## src/rtl/note_recorder.sv

```systemverilog
// note_recorder: records live key lines as run-length note entries and replays them as key drive.
// Optional NOTE_REC_LOOP_EN: playback wraps to entry 0 and a play pulse during playback stops it.
module note_recorder #(
  parameter int unsigned DEPTH    = 16,
  parameter int unsigned DUR_W    = 8,
  parameter int unsigned TICK_DIV = 4
) (
  input  logic                           clk,
  input  logic                           rst,
  input  logic [6:0]                     keys_in,
  input  logic                           rec,
  input  logic                           play,
  output logic [6:0]                     keys_out,
  output logic                           busy,
  output logic                           full,
  output logic [$clog2(DEPTH+1)-1:0]     count,
  output logic [6:0]                     seg
);

  localparam int unsigned CNT_W = $clog2(DEPTH + 1);
  localparam int unsigned IDX_W = (DEPTH > 1) ? $clog2(DEPTH) : 1;
  localparam int unsigned DIV_W = $clog2(TICK_DIV);
  localparam int unsigned ENT_W = 3 + DUR_W;
  localparam logic [DUR_W-1:0] DUR_MAX = {DUR_W{1'b1}};
`ifdef NOTE_REC_LOOP_EN
  localparam bit LOOP_EN = 1'b1;
`else
  localparam bit LOOP_EN = 1'b0;
`endif

  typedef enum logic [1:0] {S_IDLE, S_REC, S_PLAY} state_e;

  function automatic logic [2:0] enc_key(input logic [6:0] k);
    enc_key = 3'd0;
    for (int i = 6; i >= 0; i--) begin
      if (k[i]) enc_key = 3'(i + 1);
    end
  endfunction

  function automatic logic [6:0] one_hot(input logic [2:0] n);
    one_hot = (n == 3'd0) ? 7'd0 : (7'd1 << (n - 3'd1));
  endfunction

  function automatic logic [6:0] seg7(input logic [2:0] n);
    case (n)
      3'd0:    seg7 = 7'b1000000;
      3'd1:    seg7 = 7'b1111001;
      3'd2:    seg7 = 7'b0100100;
      3'd3:    seg7 = 7'b0110000;
      3'd4:    seg7 = 7'b0011001;
      3'd5:    seg7 = 7'b0010010;
      3'd6:    seg7 = 7'b0000010;
      default: seg7 = 7'b1111000;
    endcase
  endfunction

  state_e             state_q, state_d;
  logic               rec_q;
  logic [DIV_W-1:0]   div_q, div_d;
  logic [2:0]         cur_q, cur_d;
  logic               cur_valid_q, cur_valid_d;
  logic [DUR_W-1:0]   dur_q, dur_d;
  logic [CNT_W-1:0]   count_q, count_d;
  logic               full_q, full_d;
  logic [IDX_W-1:0]   idx_q, idx_d;
  logic [DUR_W-1:0]   ticks_q, ticks_d;
  logic [6:0]         keys_out_q, keys_out_d;
  logic               busy_q;
  logic [6:0]         seg_q, seg_d;
  logic [ENT_W-1:0]   mem_q [DEPTH];
  logic               mem_we;

  logic               tick, rec_rise, rec_fall, last;
  logic [DIV_W-1:0]   div_nxt;
  logic [2:0]         key_code, disp;
  logic [CNT_W-1:0]   cnt_inc;
  logic [IDX_W-1:0]   rd_idx;
  logic [ENT_W-1:0]   cur_entry, nxt_entry, first_entry;

  assign tick        = (div_q == DIV_W'(TICK_DIV - 1));
  assign div_nxt     = tick ? '0 : div_q + DIV_W'(1);
  assign rec_rise    = rec & ~rec_q;
  assign rec_fall    = ~rec & rec_q;
  assign key_code    = enc_key(keys_in);
  assign cnt_inc     = count_q + CNT_W'(1);
  assign last        = ((CNT_W'(idx_q) + CNT_W'(1)) == count_q);
  assign rd_idx      = last ? '0 : idx_q + IDX_W'(1);
  assign cur_entry   = mem_q[idx_q];
  assign nxt_entry   = mem_q[rd_idx];
  assign first_entry = mem_q[0];

  // Next-state, memory write and registered-output logic.
  always_comb begin
    state_d     = state_q;
    div_d       = div_q;
    cur_d       = cur_q;
    cur_valid_d = cur_valid_q;
    dur_d       = dur_q;
    count_d     = count_q;
    full_d      = full_q;
    idx_d       = idx_q;
    ticks_d     = ticks_q;
    keys_out_d  = keys_out_q;
    mem_we      = 1'b0;
    disp        = 3'd0;

    unique case (state_q)
      S_IDLE: begin
        keys_out_d = '0;
        if (rec_rise) begin
          state_d     = S_REC;
          count_d     = '0;
          full_d      = 1'b0;
          div_d       = '0;
          cur_valid_d = 1'b0;
        end else if (play && (count_q != '0)) begin
          state_d    = S_PLAY;
          idx_d      = '0;
          div_d      = '0;
          ticks_d    = '0;
          keys_out_d = one_hot(first_entry[ENT_W-1 -: 3]);
        end
      end

      S_REC: begin
        div_d = div_nxt;
        if (rec_fall) begin
          state_d     = S_IDLE;
          cur_valid_d = 1'b0;
          if (cur_valid_q) begin
            mem_we  = 1'b1;
            count_d = cnt_inc;
            if (cnt_inc == CNT_W'(DEPTH)) full_d = 1'b1;
          end
        end else if (tick) begin
          if (!cur_valid_q) begin
            cur_d       = key_code;
            dur_d       = DUR_W'(1);
            cur_valid_d = 1'b1;
          end else if ((key_code == cur_q) && (dur_q != DUR_MAX)) begin
            dur_d = dur_q + DUR_W'(1);
          end else begin
            // Close the run; the note that would start here is dropped when the memory fills.
            mem_we  = 1'b1;
            count_d = cnt_inc;
            cur_d   = key_code;
            dur_d   = DUR_W'(1);
            if (cnt_inc == CNT_W'(DEPTH)) begin
              full_d      = 1'b1;
              state_d     = S_IDLE;
              cur_valid_d = 1'b0;
            end
          end
        end
      end

      S_PLAY: begin
        div_d = div_nxt;
        if (LOOP_EN && play) begin
          state_d    = S_IDLE;
          keys_out_d = '0;
        end else if (tick) begin
          if ((ticks_q + DUR_W'(1)) == cur_entry[DUR_W-1:0]) begin
            ticks_d = '0;
            if (last && !LOOP_EN) begin
              state_d    = S_IDLE;
              keys_out_d = '0;
            end else begin
              idx_d      = rd_idx;
              keys_out_d = one_hot(nxt_entry[ENT_W-1 -: 3]);
            end
          end else begin
            ticks_d = ticks_q + DUR_W'(1);
          end
        end
      end

      default: state_d = S_IDLE;
    endcase

    if ((state_d == S_REC) && cur_valid_d) disp = cur_d;
    else if (state_d == S_PLAY)            disp = enc_key(keys_out_d);
    seg_d = seg7(disp);
  end

  always_ff @(posedge clk) begin
    if (rst) begin
      state_q     <= S_IDLE;
      rec_q       <= 1'b0;
      div_q       <= '0;
      cur_q       <= '0;
      cur_valid_q <= 1'b0;
      dur_q       <= '0;
      count_q     <= '0;
      full_q      <= 1'b0;
      idx_q       <= '0;
      ticks_q     <= '0;
      keys_out_q  <= '0;
      busy_q      <= 1'b0;
      seg_q       <= 7'b1000000;
    end else begin
      state_q     <= state_d;
      rec_q       <= rec;
      div_q       <= div_d;
      cur_q       <= cur_d;
      cur_valid_q <= cur_valid_d;
      dur_q       <= dur_d;
      count_q     <= count_d;
      full_q      <= full_d;
      idx_q       <= idx_d;
      ticks_q     <= ticks_d;
      keys_out_q  <= keys_out_d;
      busy_q      <= (state_d != S_IDLE);
      seg_q       <= seg_d;
    end
  end

  // Note memory keeps its contents through reset.
  always_ff @(posedge clk) begin
    if (mem_we && !rst) mem_q[count_q[IDX_W-1:0]] <= {cur_q, dur_q};
  end

  assign keys_out = keys_out_q;
  assign busy     = busy_q;
  assign full     = full_q;
  assign count    = count_q;
  assign seg      = seg_q;

endmodule

```

## config.mk

```make
export PLATFORM = sky130hd
export DESIGN_NAME = note_recorder
export DESIGN_NICKNAME = d
export VERILOG_FILES = /design/src/rtl/note_recorder.sv
export SDC_FILE = /design/constraint.sdc
export NUM_CORES = 1
export LEC_CHECK = 0
export ABC_AREA = 1
export BUFFER_PORTS_ARGS = -buffer_cell sky130_fd_sc_hd__buf_2
export CAP_MARGIN = 10
export CORE_UTILIZATION = 45
export CTS_BUF_LIST = sky130_fd_sc_hd__clkbuf_8 sky130_fd_sc_hd__clkbuf_16
export CTS_CLUSTER_SIZE = 8
export DETAILED_ROUTE_END_ITERATION = 8
export SYNTH_ARGS = -nofsm -noshare
export SYNTH_HDL_FRONTEND = slang
export SYNTH_SLANG_ARGS = --single-unit
```

## constraint.sdc

```tcl
create_clock -name clk -period 8.2 [get_ports clk]
set_clock_uncertainty 0.05 [all_clocks]
set_input_delay 0 -clock clk [delete_from_list [all_inputs] [get_ports clk]]
set_output_delay 0 -clock clk [all_outputs]
set_load 0.05 [all_outputs]
```

## Word level (Yosys, flattened, before mapping)

Memories as Yosys holds them, arrays and structs flattened. A register that Yosys moved wholly into a read port is not among the register bits.
Index checks and enable logic that the tools add are counted.

| storage, ports and cells | value |
|---|---|
| register bits | 50 |
| memory bits (writable) | 176 |
| output and inout bits | 21 |
| memories kept | 1 |

Memories:

| name | depth | bits a word | rd ports | clocked after Yosys merged registers in | wr ports | line | RTL |
|---|---|---|---|---|---|---|---|
| mem_q | 16 | 11 | 3 | 1 | 1 | 70 | `logic [ENT_W-1:0] mem_q [DEPTH];` |

| cells by class | value |
|---|---|
| add/sub/neg operators | 8 |
| equality and inequality tests | 27 |
| shift-type cells | 2 |
| muxes and demuxes | 91 |
| bitwise gates (word level) | 5 |
| reduce and logical (&&, ||, !) cells | 20 |

Operator list:

| operator | number |
|---|---|
| 3-bit 2-to-1 mux | 21 |
| 7-bit 2-to-1 mux | 7 |
| 7-bit one-hot mux with 7 select lines | 1 |
| 8-bit 2-to-1 mux | 6 |
| 4-bit 2-to-1 mux | 8 |
| 5-bit 2-to-1 mux | 6 |
| 2-bit 2-to-1 mux | 13 |
| 1-bit 2-to-1 mux | 21 |
| 8-bit by 1-bit adder with 8-bit output (second input constant) | 2 |
| 8-bit one-hot mux with 2 select lines | 1 |
| 3-bit != test (second input constant) | 5 |
| 7-bit one-hot mux with 2 select lines | 1 |
| 1-bit by 3-bit << shifter with 7-bit output (first input constant) | 2 |
| 2-bit != test (second input constant) | 6 |
| 6-bit AND reduction | 2 |
| 5-bit one-hot mux with 2 select lines | 1 |
| 3-bit == test (second input constant) | 3 |
| 3-bit zero test | 3 |
| 8-bit == test | 1 |
| 8-bit != test (second input constant) | 1 |
| 4-bit one-hot mux with 2 select lines | 1 |
| 2-bit nonzero test | 4 |
| 2-bit == test (second input constant) | 3 |
| 3-bit by 2-bit == test with 1-bit output (second input constant) | 2 |
| 23 further kinds | 32 |

## Longest topological paths before layout

Gate-level depths: netlist of run 1.
An unclocked memory read counts as a cell.

| logic depth | value |
|---|---|
| depth after elaboration | 22 |
| gate-level depth with buffers | 37 |
| gate-level depth less buffers | 36 |

## Worst setup path before layout of run 1

Ideal clock, no wire load.

| timing | value |
|---|---|
| path kind | register to register |
| from | register count_q[2], in the netlist count[2] |
| to | register seg_q[5], in the netlist seg[5] |
| setup time | 118 ps |
| arrival | 3569 ps |
| required time | 8032 ps |
| slack | 4463 ps |
| cell stages (with the launch flop) | 30 |
| buffers on the path | 2 |
| period minus slack after synthesis | 3737 ps |
| cells stage by stage | dfxtp_1 buf_2 inv_1 nand3_1 nand3_1 nor2_1 nand2_2 nand2_2 buf_2 nor2_1 nor3_1 nor3_1 a311oi_1 a31oi_1 ha_1 nand3b_1 nor2_2 nand3_1 nand2_1 a21oi_1 nand2_1 nand2_1 nand2_1 nand2_1 nand2_1 nand2_1 nand2_1 nand2_2 o21ai_1 nor2_1 |

| between the ends | value |
|---|---|
| longest elaborated chain between the ends | 21 |
| elaborated cells between the ends (all ways) | 54 |
| classes of those cells | add/sub (2); eq/ne (10); shift (1); mux (35); reduce/logical (5); memory (1) |

Ends and longest elaborated chain:

| what | line | RTL |
|---|---|---|
| start, declared | 63 | `logic [CNT_W-1:0] count_q, count_d;` |
| start signal, assigned | 208 | `count_q <= count_d;` |
| 5-bit == test | 86 | `assign last = ((CNT_W'(idx_q) + CNT_W'(1)) == count_q);` |
| 4-bit 2-to-1 mux | 87 | `assign rd_idx = last ? '0 : idx_q + IDX_W'(1);` |
| memory 16 x 11 bit | -- |  |
| 3-bit by 1-bit subtractor with 3-bit output | 41 | `one_hot = (n == 3'd0) ? 7'd0 : (7'd1 << (n - 3'd1));` |
| 1-bit by 3-bit << shifter with 7-bit output | 41 |  |
| 7-bit 2-to-1 mux | 41 |  |
| 7-bit 2-to-1 mux | 165 | `if (last && !LOOP_EN) begin` |
| 7-bit 2-to-1 mux | 163 | `if ((ticks_q + DUR_W'(1)) == cur_entry[DUR_W-1:0]) begin` |
| 7-bit 2-to-1 mux | 162 | `end else if (tick) begin` |
| 7-bit one-hot mux with 2 select lines | 107 | `unique case (state_q)` |
| 3-bit 2-to-1 mux (7 in a row) | 36 | `if (k[i]) enc_key = 3'(i + 1);` |
| 3-bit 2-to-1 mux | 182 | `else if (state_d == S_PLAY) disp = enc_key(keys_out_d);` |
| 3-bit 2-to-1 mux * | 181 | `if ((state_d == S_REC) && cur_valid_d) disp = cur_d;` |
| 3-bit == test, or another cell as far along | 45 | `case (n)` |
| 7-bit one-hot mux with 7 select lines * | 45 |  |
| end signal, assigned | 214 | `seg_q <= seg_d;` |
| end, declared | 69 | `logic [6:0] seg_q, seg_d;` |

Mark *: on every way between the ends. The rest lies on a longest branch, timed or not.
A chain may end at the register's enable or synchronous reset.

## Worst setup path after layout of run 1

| timing | value |
|---|---|
| from | register idx_q[0] |
| to | register seg_q[3], in the netlist seg[3] |

| between the ends | value |
|---|---|
| longest elaborated chain between the ends | 22 |
| elaborated cells between the ends (all ways) | 37 |
| classes of those cells | add/sub (3); eq/ne (9); shift (1); mux (20); reduce/logical (3); memory (1) |

Ends and longest elaborated chain:

| what | line | RTL |
|---|---|---|
| start, declared | 65 | `logic [IDX_W-1:0] idx_q, idx_d;` |
| start signal, assigned | 210 | `idx_q <= idx_d;` |
| 4-bit by 1-bit adder with 5-bit output | 86 |  |
| 5-bit == test | 86 |  |
| 4-bit 2-to-1 mux | 87 |  |
| memory 16 x 11 bit | -- |  |
| 3-bit by 1-bit subtractor with 3-bit output | 41 |  |
| 1-bit by 3-bit << shifter with 7-bit output | 41 |  |
| 7-bit 2-to-1 mux | 41 |  |
| 7-bit 2-to-1 mux | 165 |  |
| 7-bit 2-to-1 mux | 163 |  |
| 7-bit 2-to-1 mux | 162 |  |
| 7-bit one-hot mux with 2 select lines | 107 |  |
| 3-bit 2-to-1 mux (7 in a row) | 36 |  |
| 3-bit 2-to-1 mux | 182 |  |
| 3-bit 2-to-1 mux * | 181 |  |
| 3-bit == test, or another cell as far along | 45 |  |
| 7-bit one-hot mux with 7 select lines * | 45 |  |

Marked as above.

==> key figures, run 1 <==
Timing
  – Max_slew headroom: 18.5%
  – Highest clock frequency the design can meet: 208 MHz
  – Transition time of the tightest slew-check pin: 1.22 ns
  – Final slew viol count: 0
  – Final number of setup-violating endpoints: 0
  – Minimum clock period: 4.80 ns
  – Final worst-path setup slack: 3.40 ns
  – Setup repair after global routing missed its margin: no
  – Worst hold-check slack: 0.0379 ns
  – Final count of hold timing violations: 0
  – Final sum of negative setup slack: 0 ns
  – Post-route clock period utilization: 58.6%

Power
  – Highest ir drop seen on vdd: 0.164 mV
  – Power after layout: 2.75 mW
  – Leakage power of the design: 5.22 nW
  – Areal power density over the cells: 226 mW/mm2

Flow run
  – Count of max-cap constraint violations: 0

Floorplanning
  – Total Die Area: 0.0244 mm2
  – Core region area: 0.0234 mm2
  – Die Y: 156 um
  – Effective utilization at floorplan: 45.6%
  – Die extent in x: 156 um
  – Rows: 56
  – Ports placed on the boundary: 32

Logic synthesis
  – Top FF cell, synth: sky130_fd_sc_hd__edfxtp_1
  – Synth Cell Area: 0.0107 mm2
  – Nets in the synthesized netlist: 1198
  – Largest family of logic cells by synthesized area: simple AND/OR/NAND/NOR gates
  – Number of warnings reported in the yosys synthesis log: 0
  – Number of enable-type register cells in the synthesized netlist: 176
  – Proportion of synthesized chip area in sequential cells: 59.6%
  – Largest cells by area after synthesis: sky130_fd_sc_hd__edfxtp_1 49%, sky130_fd_sc_hd__nand2_1 13%, sky130_fd_sc_hd__dfxtp_1 10%
  – Top cell type's share of synthesized area: 49.5%
  – Count of mapped cells out of synthesis: 1173
  – Synthesized area divided by synthesized cell count: 9.11 um2
  – Library cell occupying the most area in the post-synthesis netlist: sky130_fd_sc_hd__edfxtp_1
  – #FFs+latches synth: 230
  – Share of the synthesized netlist area taken by xor and xnor gates: 1.23%
  – Async S/R FF share, synth: 0%
  – Portion of netlist area occupied by mux cells: 0.0937%
  – Synth Area in Simple Gates: 26.0%
  – Count of unique library cells instantiated by Yosys: 43
  – Post-Synth Adder-Cell Area: 1.64%
  – Synth Area in Compound Gates: 4.91%

Global route
  – Initial antenna violation count: 0
  – GRT met2 Usage: 35.5%
  – Overall Global Routing Usage: 22.5%
  – Maximum number of pins on one net before global-route repair: 68
  – Global routing met3 resource utilization: 3.72%
  – Global route overflow: 0
  – Met1 routing resource usage after global routing: 31.4%
  – Layer with the highest usage: met2
  – Wire length of the first global-routing pass: 41600 um
  – Via count of the first global-routing pass: 7529

Setup path
  – CP Class: flip-flop to flip-flop
  – Delay of the slowest cell on the worst path: 0.50 ns
  – Cell repeated most along the worst path: sky130_fd_sc_hd__nand2_1
  – Crit Reg-Reg Startpoint: idx_q[0]$_SDFFE_PP0P_
  – Start point of the critical path: idx_q[0]$_SDFFE_PP0P_
  – Highest fanout seen on the critical path: 23
  – Worst setup SP type: flip-flop
  – Critical Path Slowest Stage Cell: sky130_fd_sc_hd__dfxtp_1
  – Endpoint required time on the critical path: 8.51 ns
  – CP arrival: 5.11 ns
  – Setup crit end kind: flip-flop

Placed design
  – Placed insts: 1495
  – HPWL after DPL: 16900 um
  – Placed inst area: 0.0111 mm2
  – Worst slack at placement: 3.50 ns
  – Number of buffers added on ports: 31
  – Final weighted congestion in routability-driven placement: 0.890

Final layout
  – Most frequent cells in the layout: 375 x sky130_fd_sc_hd__nand2_1, 176 x sky130_fd_sc_hd__edfxtp_1, 144 x sky130_fd_sc_hd__inv_1
  – Utilization after layout: 51.9%
  – Number of nets in the layout: 1245
  – Area growth from synthesis to layout: 13.8%
  – Most common library cell in the layout ignoring fill and taps: sky130_fd_sc_hd__nand2_1
  – Layout cell share with drive strength beyond 1: 8.29%
  – Antenna Cells: 0
  – Final Non-Filler Cells: 1562
  – Post-route standard cell area excluding fillers: 0.0122 mm2

Detailed routing
  – Wire length per cell after detailed routing: 16.9 um
  – Final wirelength: 26400 um
  – Via/cell ratio: 5.13
  – Count of nets left with antenna violations after detail routing: 0
  – Vias post-DR: 8014
  – TritonRoute pass-1 iters: 5
  – DRC Markers: 0
  – Drt initial violations: 651

Clocking
  – Library cell used as clock root buffer: sky130_fd_sc_hd__clkbuf_16
  – Clock latency on the worst-skew pair: 0.50 ns
  – Bufs on Longest Clock Path: 3
  – Post-CTS setup buffer count: 0
  – Number of sinks driven by the clock tree: 230
  – Num CTS Buffers: 34
  – Max H-tree Level: 2
  – CTS tree: yes
  – Clock slew at the register clock pins of the worst setup and hold paths: 0.05 ns

Outcome
  – Run status: finished clean

Worst hold path
  – Path category of the worst min-delay check: primary input to flip-flop
  – Hold wc startpoint: keys_in[4]
[logic make-up (layout without fill, tap and decap cells)]
group | after synthesis | count (layout)
flops | 230 | 230
compound gates | 89 | 89
simple gates | 658 | 658
fa+ha+maj | 14 | 14
buf+inv | 166 | 236
xor+xnor | 15 | 15
mux | 1 | 1
[flip-flops by register name (all words and copies together) (netlist names), named ones only]
signal	cells
dur_q	8
seg	7
cur_valid_q	1
rec_q	1
busy	1
state_q	2
div_q	2
cur_q	3
full	1
ticks_q	8
idx_q	4
mem_q	176
keys_out	7
count	5
[cells in the mapped netlist (2+ instances only)]
cell type and number:
sky130_fd_sc_hd__a21boi_1 2, sky130_fd_sc_hd__a21oi_1 30, sky130_fd_sc_hd__a22oi_1 3, sky130_fd_sc_hd__a31oi_1 6, sky130_fd_sc_hd__buf_2 19, sky130_fd_sc_hd__buf_4 7
sky130_fd_sc_hd__buf_6 3, sky130_fd_sc_hd__clkbuf_1 11, sky130_fd_sc_hd__dfxtp_1 54, sky130_fd_sc_hd__edfxtp_1 176, sky130_fd_sc_hd__ha_1 14, sky130_fd_sc_hd__inv_1 121
sky130_fd_sc_hd__inv_2 4, sky130_fd_sc_hd__nand2_1 375, sky130_fd_sc_hd__nand2_2 7, sky130_fd_sc_hd__nand3_1 142, sky130_fd_sc_hd__nand3b_1 10, sky130_fd_sc_hd__nand4_1 6
sky130_fd_sc_hd__nor2_1 98, sky130_fd_sc_hd__nor2_2 3, sky130_fd_sc_hd__nor3_1 6, sky130_fd_sc_hd__nor4_1 2, sky130_fd_sc_hd__o2111ai_1 3, sky130_fd_sc_hd__o211ai_1 2
sky130_fd_sc_hd__o21a_1 4, sky130_fd_sc_hd__o21ai_0 20, sky130_fd_sc_hd__o21ai_1 9, sky130_fd_sc_hd__o221ai_1 4, sky130_fd_sc_hd__or2_2 5, sky130_fd_sc_hd__xnor2_1 2
sky130_fd_sc_hd__xor2_1 13
[path summary, 6_finish.rpt]
kind | end | slack [ns] | cells after the start
min | cur_q[1]$_SDFF_PP0_ | 0.04 | 7
min reg2reg | ticks_q[7]$_SDFFE_PP0P_ | 0.43 | 2
max reg2reg | seg[3]$_SDFF_PP0_ | 3.40 | 33
max | seg[3]$_SDFF_PP0_ | 3.40 | 33
[timing repair]
item                      in CTS  in global routing
hold buffers                   8                  0
hold endpoints to repair      21                  0
gates resized for setup        0                  0
[per-layer routing]
layer	share of wire, %	vias up
met2	46	237
met1	45	3744
met4	2.5	0
met3	6.0	54
met5	0	-
li1	-	3979
[power breakdown]
group	switching, mW	internal, mW	leakage (nW)
registers	0.0125	1.25	2.13
logic	0.174	0.0702	2.53
clock network	0.477	0.761	0.558
total	0.664	2.08	5.22
[worst max-delay path, delay by kind of cell, from the launching register on]
family / cells / cell delay (ns)
AND/OR/NAND/NOR: 25 / 2.82
adder cells (fa/ha/maj): 2 / 0.57
flip-flops: 1 / 0.50
AO/OA/AOI/OAI: 4 / 0.46
buffers and inverters: 2 / 0.25
[layout make-up]
type                       count  area, um2
clock buffer                  35        876
multi-input combinational    777       3620
timing repair buffer          51        325
fill                        2196      11200
tap                          319        399
clock inverter                24       95.1
sequential                   230       6370
inverter                     126        473
Note: power is estimated with default switching activity, not from simulation.
==> run 2: changes to the inputs <==
clock period = 3.9 ns   (was 8.2 ns; I/O delays follow)
==> run 2 against run 1 <==
Register-to-register slack lost 3.4 ns. Routed wire length rose by 5.1%. Total power increased by 120%. Global-route usage grew 0.90 points. Design area is 5.7% higher. Sequential power up 110%. Final cell count up 3.9%. Die area unchanged. Sequential share of layout area shrank 2.8 points. Fmax up 24%. Count of clock-buffer cells in the layout did not move. Non-clock buffer count up 59. Critical endpoint unchanged.
==> key figures, run 2 (synthesis gave the netlist of run 1 again) <==
Setup path
  – Highest fanout seen on the critical path: 8 (-65%)
  – CP Class: flip-flop to flip-flop
  – Endpoint required time on the critical path: 4.22 ns (-4.29 ns)
  – Setup crit end kind: flip-flop
  – Delay of the slowest cell on the worst path: 0.33 ns (-0.17 ns)
  – Crit Reg-Reg Startpoint: idx_q[0]$_SDFFE_PP0P_
  – Start point of the critical path: idx_q[0]$_SDFFE_PP0P_
  – Critical Path Slowest Stage Cell: sky130_fd_sc_hd__dfxtp_2
  – Cell repeated most along the worst path: sky130_fd_sc_hd__nand2_1
  – Worst setup SP type: flip-flop
  – CP arrival: 4.20 ns (-0.91 ns)

Clocking
  – Num CTS Buffers: 34 (unchanged)
  – Library cell used as clock root buffer: sky130_fd_sc_hd__clkbuf_16
  – Max H-tree Level: 2 (unchanged)
  – Clock latency on the worst-skew pair: 0.51 ns (about the same)
  – Bufs on Longest Clock Path: 3 (unchanged)
  – Number of sinks driven by the clock tree: 230 (unchanged)
  – Clock slew at the register clock pins of the worst setup and hold paths: 0.05 ns (about the same)
  – CTS tree: yes

Final layout
  – Most common library cell in the layout ignoring fill and taps: sky130_fd_sc_hd__nand2_1
  – Final Non-Filler Cells: 1623 (+3.9%)
  – Most frequent cells in the layout: 364 x sky130_fd_sc_hd__nand2_1, 176 x sky130_fd_sc_hd__edfxtp_1, 141 x sky130_fd_sc_hd__inv_1
  – Area growth from synthesis to layout: 20.3%
  – Antenna Cells: 0 (unchanged)
  – Max FFs per register: 176 (unchanged)
  – Number of nets in the layout: 1304 (+4.7%)
  – Layout cell share with drive strength beyond 1: 15.4% (+7.1 points)
  – Utilization after layout: 54.9% (+3.0 points)
  – Fill cell count: 2147 (-2.2%)

Power
  – Highest ir drop seen on vdd: 0.313 mV (+91%)
  – Areal power density over the cells: 465 mW/mm2 (+110%)
  – Sequential share of power: 44.3% (-1.7 points)
  – Proportion of power drawn by combinational gates: 10.8% (+1.9 points)
  – Internal power summed over all cells: 4.47 mW (+110%)
  – Leakage power of the design: 5.57 nW (+6.7%)
  – Switching power as a share of total power: 25.1% (+0.91 points)
  – Share of total power in the clock network: 44.9% (-0.2 points)
  – Sw Pwr: 1.50 mW (+130%)

Timing
  – Max_slew headroom: 50.8% (+32 points)
  – Final count of hold timing violations: 0 (unchanged)
  – Final worst-path setup slack: 0.0231 ns (-3.37 ns)
  – Final slew viol count: 0 (unchanged)
  – Highest clock frequency the design can meet: 258 MHz (+24%)
  – Final sum of negative setup slack: 0 ns (unchanged)
  – Minimum clock period: 3.88 ns (-0.926 ns)
  – Final number of setup-violating endpoints: 0 (unchanged)
  – Transition time of the tightest slew-check pin: 0.737 ns (-0.482 ns)
  – Setup repair after global routing missed its margin: yes
  – Worst hold-check slack: 0.0413 ns (+0.00339 ns)
  – Post-route clock period utilization: 99.4% (+41 points)

Floorplanning
  – Total Die Area: 0.0244 mm2 (unchanged)
  – Die Y: 156 um (unchanged)
  – Die extent in x: 156 um (unchanged)
  – Rows: 56 (unchanged)
  – Ports placed on the boundary: 32 (unchanged)
  – Core region area: 0.0234 mm2 (unchanged)
  – Effective utilization at floorplan: 45.6% (unchanged)

Placed design
  – HPWL after DPL: 18500 um (+9.5%)
  – Placed insts: 1546 (+3.4%)
  – Worst slack at placement: -0.0777 ns (-3.58 ns)
  – Final weighted congestion in routability-driven placement: 0.867 (-2.6%)
  – Number of buffers added on ports: 31 (unchanged)

Worst hold path
  – Path category of the worst min-delay check: primary input to flip-flop
  – Hold wc startpoint: keys_in[4]

Detailed routing
  – Top metal layer carrying routed signals: met4
  – Count of nets left with antenna violations after detail routing: 0 (unchanged)
  – Via/cell ratio: 5.05 (-1.6%)
  – Routed met3 length: 1570 um (-0.82%)
  – Wire length per cell after detailed routing: 17.1 um (+1.1%)
  – Drt initial violations: 720 (+11%)
  – Vias post-DR: 8195 (+2.3%)
  – TritonRoute pass-1 iters: 5 (unchanged)
  – Final wirelength: 27700 um (+5.1%)
  – DRC Markers: 0 (unchanged)
  – M1 WL: 13100 um (+9.1%)
  – Detailed route wirelength on metal2: 12500 um (+2.8%)

Global route
  – Wire length of the first global-routing pass: 43200 um (+3.9%)
  – Global route overflow: 0 (unchanged)
  – Initial antenna violation count: 0 (unchanged)
  – Via count of the first global-routing pass: 7669 (+1.9%)
  – Overall Global Routing Usage: 23.4% (+0.90 points)
  – Maximum number of pins on one net before global-route repair: 46 (-32%)

Flow run
  – Count of max-cap constraint violations: 0 (unchanged)

Outcome
  – Run status: finished clean
-- run 2: changes by cell type in the layout (fill, tap and decap cells not counted), sizes merged --
cell,before,now
buf,43,104
clkinvlp,0,2
dlygate4sd3,8,6
-- run 2: worst max-delay path, delay by kind of cell, from the launching register on --
kind            cells  cell delay, ns
simple gates       26            2.42
fa+ha+maj           2            0.56
flops               1            0.33
buf+inv             1            0.20
xor+xnor            1            0.10
compound gates      1            0.05
-- run 2: path summary, 6_finish.rpt --
check / depth (start not counted) / slack [ns] / to
worst max-delay path: 31 / 0.02 / seg[3]$_SDFF_PP0_
worst min-delay path: 7 / 0.04 / cur_q[1]$_SDFF_PP0_
worst max register to register: 31 / 0.02 / seg[3]$_SDFF_PP0_
worst min register to register: 2 / 0.43 / ticks_q[7]$_SDFFE_PP0P_
-- run 2: metal layers --
layer  vias up  GRT usage, %
met5         -             0
met4         0          7.05
met3        48          3.89
met2       219          36.5
met1      3835          33.5
li1       4093             -
-- run 2: layout make-up --
| cell class | instances | area (um2) | share of cell area, % |
|---|---|---|---|
| multi-input combinational | 777 | 3770 | 29.3 |
| timing repair buffer | 110 | 830 | 6.46 |
| inverter | 126 | 485 | 3.78 |
| sequential | 230 | 6370 | 49.6 |
| clock inverter | 26 | 119 | 0.925 |
| clock buffer | 35 | 876 | 6.82 |
| tap | 319 | 399 | 3.11 |
-- run 2: timing repair --
item | CTS | global route
setup endpoints to repair | 5 | 7
endpoints found under the hold margin | 17 | 0
pin swaps | 7 | 26
hold buffers | 6 | 0
resized for setup | 9 | 40
buffers inserted | 4 | 6
-- run 2: stage by stage --
stage                     power, mW  area [um2]
final                          5.97       12800
after detailed placement       3.26       11500
after global routing           6.18       12800
after CTS                      5.98       12700
after global placement         3.26       11500
after floorplan                3.09       10700
-- run 2: power groups by stage --
stage          logic (mW)  clock network [mW]  registers, mW
6_report            0.644                2.68           2.65
5_1_grt             0.708                2.82           2.65
2_1_floorplan       0.337                   0           2.75
3_3_place_gp        0.571                   0           2.69
3_5_place_dp        0.571                   0           2.69
4_1_cts             0.605                2.73           2.65
==> run 3: changes to the inputs <==
SLEW_MARGIN = 30   (was unset)
clock period = 4.7 ns   (was 3.9 ns; I/O delays follow)
==> run 3 against run 2 <==
Sequential cell count is the same. Die area did not move. Worst setup slack improved by 0.45 ns. Combinational power down 31%. Utilization decreased by 2.2 points. Count of clock-buffer cells in the layout unchanged. Via count shrank 2.8%. Register-to-register slack improved by 0.45 ns. Global-route usage decreased by 0.72 points.
==> key figures, run 3 (synthesis gave the netlist of run 1 again) <==
Global route
  – Maximum number of pins on one net before global-route repair: 67 (+46%)
  – Wire length of the first global-routing pass: 41600 um (-3.7%)
  – Via count of the first global-routing pass: 7473 (-2.6%)
  – Initial antenna violation count: 0 (unchanged)
  – Overall Global Routing Usage: 22.7% (-0.72 points)
  – Global route overflow: 0 (unchanged)

Power
  – Areal power density over the cells: 392 mW/mm2 (-16%)
  – Leakage power of the design: 5.31 nW (-4.5%)
  – Highest ir drop seen on vdd: 0.288 mV (-8.1%)
  – Switching power as a share of total power: 24.4% (-0.72 points)
  – Proportion of power drawn by combinational gates: 9.2% (-1.6 points)
  – Power after layout: 4.83 mW (-19%)
  – Internal power summed over all cells: 3.66 mW (-18%)
  – Share of total power in the clock network: 45.3% (+0.4 points)
  – Sequential share of power: 45.5% (+1.2 points)
  – Sw Pwr: 1.18 mW (-21%)

Final layout
  – Most common library cell in the layout ignoring fill and taps: sky130_fd_sc_hd__nand2_1
  – Post-route standard cell area excluding fillers: 0.0123 mm2 (-4.0%)
  – Area of combinational cells with multiple inputs: 0.00363 mm2 (-3.7%)
  – Max FFs per register: 176 (unchanged)
  – Layout cell share with drive strength beyond 1: 10.3% (-5.1 points)
  – Fill cell count: 2163 (+0.75%)
  – Area growth from synthesis to layout: 15.5%
  – Antenna Cells: 0 (unchanged)
  – Number of nets in the layout: 1263 (-3.1%)
  – Most frequent cells in the layout: 375 x sky130_fd_sc_hd__nand2_1, 176 x sky130_fd_sc_hd__edfxtp_1, 144 x sky130_fd_sc_hd__inv_1
  – Area occupied by registers: 0.00637 mm2 (about the same)

Setup path
  – Reg-to-reg setup timing slack: 0.47 ns (+0.45 ns)
  – Endpoint required time on the critical path: 5.00 ns (+0.78 ns)
  – CP arrival: 4.52 ns (+0.32 ns)
  – Highest fanout seen on the critical path: 14 (+6)
  – Cell repeated most along the worst path: sky130_fd_sc_hd__nand2_1
  – Setup crit end kind: flip-flop
  – R2r endpoint: seg[3]$_SDFF_PP0_
  – Delay of the slowest cell on the worst path: 0.40 ns (+0.07 ns)
  – Critical Path Slowest Stage Cell: sky130_fd_sc_hd__dfxtp_4
  – Worst-case reg-to-reg path depth: 28 (-9.7%)
  – Crit Reg-Reg Startpoint: idx_q[0]$_SDFFE_PP0P_
  – CP Class: flip-flop to flip-flop
  – Worst setup SP type: flip-flop

Clocking
  – Number of sinks driven by the clock tree: 230 (unchanged)
  – Library cell used as clock root buffer: sky130_fd_sc_hd__clkbuf_16
  – Clock latency on the worst-skew pair: 0.51 ns (about the same)
  – Bufs on Longest Clock Path: 3 (unchanged)
  – CTS tree: yes
  – Max H-tree Level: 2 (unchanged)
  – Clock slew at the register clock pins of the worst setup and hold paths: 0.05 ns (about the same)
  – Num CTS Buffers: 34 (unchanged)

Floorplanning
  – Rows: 56 (unchanged)
  – Die Y: 156 um (unchanged)
  – Die extent in x: 156 um (unchanged)
  – Effective utilization at floorplan: 45.6% (unchanged)
  – Core region area: 0.0234 mm2 (unchanged)
  – Ports placed on the boundary: 32 (unchanged)
  – Total Die Area: 0.0244 mm2 (unchanged)

Timing
  – Minimum clock period: 4.23 ns (+0.350 ns)
  – Transition time of the tightest slew-check pin: 0.836 ns (+0.0992 ns)
  – Max_slew headroom: 44.2% (-6.6 points)
  – Final sum of negative setup slack: 0 ns (unchanged)
  – Highest clock frequency the design can meet: 237 MHz (-8.3%)
  – Post-route clock period utilization: 89.9% (-9.5 points)
  – Final count of hold timing violations: 0 (unchanged)
  – Final slew viol count: 0 (unchanged)
  – Final number of setup-violating endpoints: 0 (unchanged)
  – Setup repair after global routing missed its margin: no

Detailed routing
  – Count of nets left with antenna violations after detail routing: 0 (unchanged)
  – DRC Markers: 0 (unchanged)
  – TritonRoute pass-1 iters: 5 (unchanged)
  – Drt initial violations: 667 (-7.4%)
  – Vias post-DR: 7965 (-2.8%)
  – Via/cell ratio: 5.03 (-0.29%)
  – Final wirelength: 26500 um (-4.6%)
  – Wire length per cell after detailed routing: 16.7 um (-2.1%)

Placed design
  – Placed inst area: 0.0113 mm2 (-2.4%)
  – Number of buffers added on ports: 31 (unchanged)
  – Final weighted congestion in routability-driven placement: 0.916 (+5.7%)
  – HPWL after DPL: 17600 um (-5.2%)

Outcome
  – Run status: finished clean

Worst hold path
  – Endpoint of the worst hold path: cur_q[1]$_SDFF_PP0_
  – Hold depth: 2 (-5)
  – Hold wc startpoint: rst
  – Path category of the worst min-delay check: primary input to flip-flop

Flow run
  – Count of max-cap constraint violations: 0 (unchanged)
## run 3: layout make-up
type | count | area share, %
tap | 319 | 3.23
sequential | 230 | 51.6
multi-input combinational | 777 | 29.4
clock inverter | 26 | 0.994
timing repair inverter | 1 | 0.0406
timing repair buffer | 68 | 3.71
inverter | 126 | 3.86
clock buffer | 35 | 7.10
## run 3: timing repair
item                       4_1_cts  5_1_grt
gates resized for setup          0        7
hold endpoints to repair         4        0
setup endpoints to repair        0        7
hold buffers                     5        0
setup buffers                    0        1
## run 3: power groups by stage
stage          registers (mW)  logic (mW)  clock network, mW
6_report                 2.20       0.443               2.19
2_1_floorplan            2.28       0.280                  0
3_3_place_gp             2.24       0.431                  0
4_1_cts                  2.20       0.437               2.22
3_5_place_dp             2.24       0.432                  0
5_1_grt                  2.20       0.491               2.32
## run 3: worst max path at each step
stage                               start                end  slack, ns  cells past startpoint
CTS                 idx_q[0]$_SDFFE_PP0P_  seg[5]$_SDFF_PP0_       0.24                     29
global placement    idx_q[0]$_SDFFE_PP0P_  seg[3]$_SDFF_PP0_       0.39                     31
global route        idx_q[0]$_SDFFE_PP0P_  seg[5]$_SDFF_PP0_      0.004                     34
floorplan           count[2]$_SDFFE_PP0P_  seg[5]$_SDFF_PP0_       0.96                     29
detailed placement  idx_q[0]$_SDFFE_PP0P_  seg[5]$_SDFF_PP0_       0.27                     29
finish              idx_q[0]$_SDFFE_PP0P_  seg[3]$_SDFF_PP0_       0.47                     28
## run 3: through the flow
step,instances,util (%),hold slack (ns),worst slack (ns)
3_5_place_dp,1514,48.1,0.207,0.267
4_1_cts,1580,52.6,0.00154,0.237
3_3_place_gp,1514,48.1,0.197,0.388
5_1_grt,1582,52.7,0.0207,0.00447
6_report,1582,52.7,0.0178,0.473
2_1_floorplan,1173,-,0.0749,0.963
## run 3: worst max-delay path: cells and delay by family (launching register included)
kind                       cells  cell delay (ns)
muxes                          1             0.24
DFF                            1             0.40
buffers and inverters          1             0.23
xor gates and xnor gates       1             0.14
adders and majority gates      2             0.60
AOI/OAI and AO/OA              3             0.53
and+or+nand+nor               20             1.88
## run 3: metal layers
| metal | track usage, % | routed length, um | vias to the layer above |
|---|---|---|---|
| met5 | 0 | 0 | - |
| met4 | 6.30 | 504 | 0 |
| met3 | 3.64 | 1250 | 41 |
| met2 | 35.4 | 11900 | 185 |
| met1 | 32.8 | 12800 | 3728 |
| li1 | - | - | 4011 |
